`src/rtl/counter_step_ctrl.sv`:
```
`default_nettype none
// ============================================================================
// Module      : counter_step_ctrl
// Description : Push-button front end for an 8-bit up/down counter.
//               Synchronises and debounces two raw buttons and turns presses
//               into a single-cycle step strobe plus a direction bit. A held
//               button auto-repeats after REPEAT_DELAY cycles, then every
//               REPEAT_RATE cycles. Pressing both buttons locks stepping out
//               until both are released.
// Ports       : clk           - sole clock, rising edge
//               rst           - asynchronous, active-low reset
//               btn_up        - raw up button (async, active-high)
//               btn_down      - raw down button (async, active-high)
//               enable        - single-cycle step strobe to the counter
//               direction     - step direction, 1 = up, 0 = down
//               repeat_active - high while auto-repeating
// Revision    : 1.0 - initial release
// ============================================================================
module counter_step_ctrl #(
    parameter int DEBOUNCE_CYCLES = 4,
    parameter int REPEAT_DELAY    = 16,
    parameter int REPEAT_RATE     = 4
) (
    input  logic clk,
    input  logic rst,
    input  logic btn_up,
    input  logic btn_down,
    output logic enable,
    output logic direction,
    output logic repeat_active
);

    // A debounce count only ever reaches DEBOUNCE_CYCLES-1 before the level
    // flips, so $clog2(DEBOUNCE_CYCLES) bits suffice (min 1 bit).
    localparam int c_DB_W    = (DEBOUNCE_CYCLES > 1) ? $clog2(DEBOUNCE_CYCLES) : 1;
    localparam int c_TMR_MAX = (REPEAT_DELAY > REPEAT_RATE) ? REPEAT_DELAY : REPEAT_RATE;
    localparam int c_TMR_W   = $clog2(c_TMR_MAX);

    localparam logic [c_DB_W-1:0]  c_DB_LAST    = c_DB_W'(DEBOUNCE_CYCLES - 1);
    localparam logic [c_TMR_W-1:0] c_DELAY_LAST = c_TMR_W'(REPEAT_DELAY - 1);
    localparam logic [c_TMR_W-1:0] c_RATE_LAST  = c_TMR_W'(REPEAT_RATE - 1);

    // Bit 1 = up button, bit 0 = down button.
    logic [1:0] btn_raw;
    logic [1:0] db_level;

    assign btn_raw = {btn_up, btn_down};

    genvar gi;
    generate
        for (gi = 0; gi < 2; gi++) begin : g_btn
            logic              sync1_q;
            logic              sync2_q;
            logic              level_q;
            logic              level_d;
            logic [c_DB_W-1:0] cnt_q;
            logic [c_DB_W-1:0] cnt_d;

            // Count consecutive samples disagreeing with the accepted level;
            // any agreeing sample restarts the run.
            always_comb begin
                cnt_d   = '0;
                level_d = level_q;
                if (sync2_q != level_q) begin
                    if (cnt_q == c_DB_LAST) begin
                        level_d = ~level_q;
                    end else begin
                        cnt_d = cnt_q + 1'b1;
                    end
                end
            end

            always_ff @(posedge clk or negedge rst) begin
                if (!rst) begin
                    sync1_q <= 1'b0;
                    sync2_q <= 1'b0;
                    level_q <= 1'b0;
                    cnt_q   <= '0;
                end else begin
                    sync1_q <= btn_raw[gi];
                    sync2_q <= sync1_q;
                    level_q <= level_d;
                    cnt_q   <= cnt_d;
                end
            end

            assign db_level[gi] = level_q;
        end
    endgenerate

    typedef enum logic [2:0] {
        S_IDLE    = 3'd0,
        S_FIRST   = 3'd1,
        S_DELAY   = 3'd2,
        S_REPEAT  = 3'd3,
        S_LOCKOUT = 3'd4
    } state_t;

    state_t               state_q;
    logic [c_TMR_W-1:0]   timer_q;
    logic                 enable_q;
    logic                 direction_q;
    logic                 repeat_q;

    logic up_lvl;
    logic dn_lvl;
    logic act_lvl;
    logic oth_lvl;

    assign up_lvl  = db_level[1];
    assign dn_lvl  = db_level[0];
    // direction_q remembers which button started the current run.
    assign act_lvl = direction_q ? up_lvl : dn_lvl;
    assign oth_lvl = direction_q ? dn_lvl : up_lvl;

    // The timer is cleared on every issued step and compared against the
    // last count, so steps land exactly REPEAT_DELAY / REPEAT_RATE edges apart.
    // Release takes priority over the other button in the same cycle.
    always_ff @(posedge clk or negedge rst) begin
        if (!rst) begin
            state_q     <= S_IDLE;
            timer_q     <= '0;
            enable_q    <= 1'b0;
            direction_q <= 1'b1;
            repeat_q    <= 1'b0;
        end else begin
            enable_q <= 1'b0;
            repeat_q <= 1'b0;
            case (state_q)
                S_IDLE: begin
                    if (up_lvl ^ dn_lvl) begin
                        enable_q    <= 1'b1;
                        direction_q <= up_lvl;
                        timer_q     <= '0;
                        state_q     <= S_FIRST;
                    end else if (up_lvl & dn_lvl) begin
                        state_q <= S_LOCKOUT;
                    end
                end
                S_FIRST, S_DELAY: begin
                    if (!act_lvl) begin
                        state_q <= S_IDLE;
                    end else if (oth_lvl) begin
                        state_q <= S_LOCKOUT;
                    end else if (timer_q == c_DELAY_LAST) begin
                        enable_q <= 1'b1;
                        repeat_q <= 1'b1;
                        timer_q  <= '0;
                        state_q  <= S_REPEAT;
                    end else begin
                        timer_q <= timer_q + 1'b1;
                        state_q <= S_DELAY;
                    end
                end
                S_REPEAT: begin
                    if (!act_lvl) begin
                        state_q <= S_IDLE;
                    end else if (oth_lvl) begin
                        state_q <= S_LOCKOUT;
                    end else begin
                        repeat_q <= 1'b1;
                        if (timer_q == c_RATE_LAST) begin
                            enable_q <= 1'b1;
                            timer_q  <= '0;
                        end else begin
                            timer_q <= timer_q + 1'b1;
                        end
                    end
                end
                S_LOCKOUT: begin
                    if (!up_lvl && !dn_lvl) begin
                        state_q <= S_IDLE;
                    end
                end
                default: begin
                    state_q <= S_IDLE;
                end
            endcase
        end
    end

    assign enable        = enable_q;
    assign direction     = direction_q;
    assign repeat_active = repeat_q;

endmodule
`default_nettype wire

```
`config.mk`:
```
export PLATFORM = sky130hd
export DESIGN_NAME = counter_step_ctrl
export DESIGN_NICKNAME = d
export VERILOG_FILES = /design/src/rtl/counter_step_ctrl.sv
export SDC_FILE = /design/constraint.sdc
export NUM_CORES = 1
export LEC_CHECK = 0
export ABC_AREA = 0
export CORE_MARGIN = 5
export CORE_UTILIZATION = 55
export CTS_BUF_LIST = sky130_fd_sc_hd__clkbuf_4
export DETAILED_ROUTE_END_ITERATION = 6
export GPL_TIMING_DRIVEN = 0
export PLACE_DENSITY = 0.75
export SLEW_MARGIN = 5
export SYNTH_ARGS = -nofsm -noshare
export SYNTH_HDL_FRONTEND = slang
export SYNTH_SLANG_ARGS = --single-unit
```
`constraint.sdc`:
```
create_clock -name clk -period 2.1 [get_ports clk]
set_input_delay 0.42 -clock clk [delete_from_list [all_inputs] [get_ports clk]]
set_output_delay 0.42 -clock clk [all_outputs]
set_load 0.01 [all_outputs]
```
==> results by group, run 1 <==
Synthesis
  • Multiplexer share of the synthesized area: 1.98%
  • Netlist Area Pre-Place: 1010 um2
  • Post-Synth Simple-Gate Area: 17.2%
  • Post-Synth XOR/XNOR Area: 1.73%
  • Sequential fraction of the synthesis area: 49.6%
  • Top FF cell, synth: dfrtp_1
  • Synth Register Bits: 20
  • Yosys warns: 0
  • Cell variety after synth: 42
  • Combinational family with the most area after synthesis: compound AO/OA/AOI/OAI gates
  • Async SR Flop Fraction: 100%
  • Mapped Cells: 93
  • Post-synth EDFFs: 0
  • Post-Synth Adder-Cell Area: 7.43%
  • Avg Inst Size Synth: 10.9 um2
  • Synth Area in Compound Gates: 18.2%
  • Post-synthesis net count: 103

Power
  • PD cells: 1240 nW/um2
  • Part of the power in registers: 39.6%
  • Leak: 0.496 nW
  • Comb pwr share: 38.9%
  • P_int: 934 uW
  • Sw frac: 34.7%
  • Maximum VDD drop: 0.795 mV
  • Clk pwr share: 21.5%
  • Switching power: 497 uW

Clock network
  • H-Tree Depth: 1
  • Hold-fix buffers at CTS: 0
  • Post-CTS Setup Bufs: 0
  • CTS sink cnt: 20
  • Worst skew pair latency: 0.30 ns
  • CTS Buf Count: 3
  • Clock Tree Buf Depth: 2
  • Clock-pin transition on the worst setup and hold timing paths: 0.11 ns
  • Clock Tree Root: clkbuf_4
  • CTS tree: built
  • Resized Gates After CTS: 0

Min path
  • Type of the tightest min-delay check: reg2reg

Route
  • DRC errors left: 0
  • Final WL: 1.66 mm
  • Vias: 746
  • DR iter-0 viols: 21
  • Routed len/inst: 13.0 um
  • Vias per cell: 5.83
  • Antenna-violating nets left: 0
  • Initial DRT Pass Iterations: 4

Floorplanning
  • Cell Rows: 15
  • Io pins: 7
  • Die height: 52.9 um
  • Die X: 52.9 um
  • Die area: 2800 um2
  • Initial Utilization: 57.9%
  • Core area: 1750 um2

Timing
  • Final-report hold violation count: 0
  • Worst-margin pin slew: 0.848 ns
  • Tmin final: 1.84 ns
  • Highest clock rate: 544 MHz
  • Sum Neg Setup Slack: 0 ns
  • Fin crit share: 87.5%
  • Setup violators final: 0
  • Final Skew: 0.00210 ns
  • Slew Limit Fails: 0
  • Max-slew headroom: 43.3%
  • RSZ-0062 raised after global routing: false

Cells and area
  • Commonest cells after routing, fill and taps aside: 19 x dfrtp_1, 9 x o21ai_0, 8 x nand2_1
  • Layout cells sized above 1: 11.7%
  • Antenna diodes: 0
  • Layout net count: 114
  • Utilization after layout: 66.2%
  • Most common cell after layout, fill and taps aside: dfrtp_1
  • Area Overhead vs Synth: 14.2%

Worst setup path
  • Critical path buffer and inverter count: 1
  • Worst-path cell chain: clkdlybuf4s50_1
  • Slowest cell on crit path: dfstp_2
  • Worst path max stage delay: 0.58 ns
  • Cell family with most CP delay: flip-flops
  • Critical Path End Type: primary output
  • Worst-path fanout max: 5
  • WP data arrival: 1.42 ns
  • Setup crit start kind: flip-flop
  • Critical Path RT: 1.68 ns
  • Kind of critical path: reg2out

GRT
  • First-pass GRT wire length: 3.09 mm
  • Total GRT Usage: 15.5%
  • Initial antenna violation count: 0
  • Remaining global-route overflow: 0
  • Largest net degree at the start of global routing: 21
  • Vias in the first global route: 743

Run status
  • Status: completed

Place
  • Number of port buffers: 6
  • HPWL reported at the end of detailed placement: 1.20 mm
  • Gpl congestion: 0.795

Run
  • MaxCap Viol Count: 0
## routing by layer
layer  GRT usage, %  wire length, um  vias to the layer above
met4           10.2               54                        0
li1               -                -                      361
met5              0                0                        -
met1           18.6              797                      356
met2           25.2              734                       23
met3           2.82               77                        6
## kinds of logic (layout without fill, tap and decap cells)
group / count (synthesis) / in the layout
xor gates and xnor gates: 2 / 2
buffers and inverters: 8 / 18
AOI/OAI and AO/OA: 25 / 25
and+or+nand+nor: 30 / 30
DFF: 20 / 20
adders and majority gates: 6 / 6
muxes: 2 / 2
## layout make-up
cell class | count | area (um2)
buffer | 4 | 23.8
clock buffer | 3 | 22.5
clock inverter | 1 | 30.0
fill | 147 | 591
inverter | 4 | 15.0
multi-input combinational | 65 | 470
sequential | 20 | 502
tap | 25 | 31.3
timing repair buffer | 6 | 60.1
## synthesized netlist by cell type (2+ instances only)
| library cell | number | area share [%] |
|---|---|---|
| a21oi_1 | 2 | 0.99 |
| a31oi_1 | 2 | 1.2 |
| and3_1 | 2 | 1.2 |
| dfrtp_1 | 19 | 47 |
| ha_1 | 6 | 7.4 |
| inv_1 | 4 | 1.5 |
| mux2i_1 | 2 | 2.0 |
| nand2_1 | 8 | 3.0 |
| nand3b_1 | 3 | 2.2 |
| nor2b_1 | 2 | 1.2 |
| nor3_1 | 2 | 0.99 |
| nor4_1 | 2 | 1.2 |
| o21ai_0 | 9 | 4.5 |
| o21bai_1 | 2 | 1.5 |
## power by group through the flow
stage               clock network [mW]  registers (mW)  logic [mW]
finish                           0.308           0.566       0.557
global route                     0.334           0.583       0.629
CTS                              0.316           0.567       0.558
detailed placement                   0           0.573       0.554
global placement                     0           0.567       0.548
floorplan                            0           0.562       0.414
## registers in the layout (all words and copies together), names as in the netlist, 2 cells and up
name	cells
g_btn.cnt_q	4
g_btn.sync1_q	2
g_btn.sync2_q	2
state_q	3
timer_q	4
## per-stage QoR
stage	hold slack, ns	setup WS [ns]	power, mW	cell area, um2	cells
4_1_cts	0.366	0.248	1.44	1150	128
5_1_grt	0.369	0.204	1.55	1150	128
3_3_place_gp	0.332	0.483	1.11	1100	124
6_report	0.363	0.262	1.43	1150	128
3_5_place_dp	0.340	0.450	1.13	1100	124
2_1_floorplan	0.124	0.613	0.976	1010	93
## worst register-to-register path, stage by stage (launching register included)
cell and delay, ns:
dfrtp_1 0.47, inv_1 0.12, ha_1 0.34, nand3b_1 0.25, o221ai_1 0.30, a21oi_2 0.07
## final timing paths
kind	slack, ns	startpoint	cells after the start	end
worst max-delay path	0.26	direction$_DFFE_PN1N_	1	direction
worst min-delay path	0.36	g_btn[1].sync1_q$_DFF_PN0_	0	g_btn[1].sync2_q$_DFF_PN0_
worst max register to register	0.42	g_btn[1].level_q$_DFFE_PN0P_	5	timer_q[3]$_DFFE_PN0P_
worst min register to register	0.36	g_btn[1].sync1_q$_DFF_PN0_	0	g_btn[1].sync2_q$_DFF_PN0_
max in group asynchronous	0.98	rst	1	g_btn[1].cnt_q[1]$_DFF_PN0_
min in group asynchronous	0.59	rst	1	g_btn[1].level_q$_DFFE_PN0P_
Note: power is estimated with default switching activity, not from simulation.
==> inputs of run 2 (changes only) <==
Settings changed: ABC_CLOCK_PERIOD_IN_PS from default to 2100.
==> results of run 2 <==
The final DEF is identical to that of run 1; final timing and power are the same.
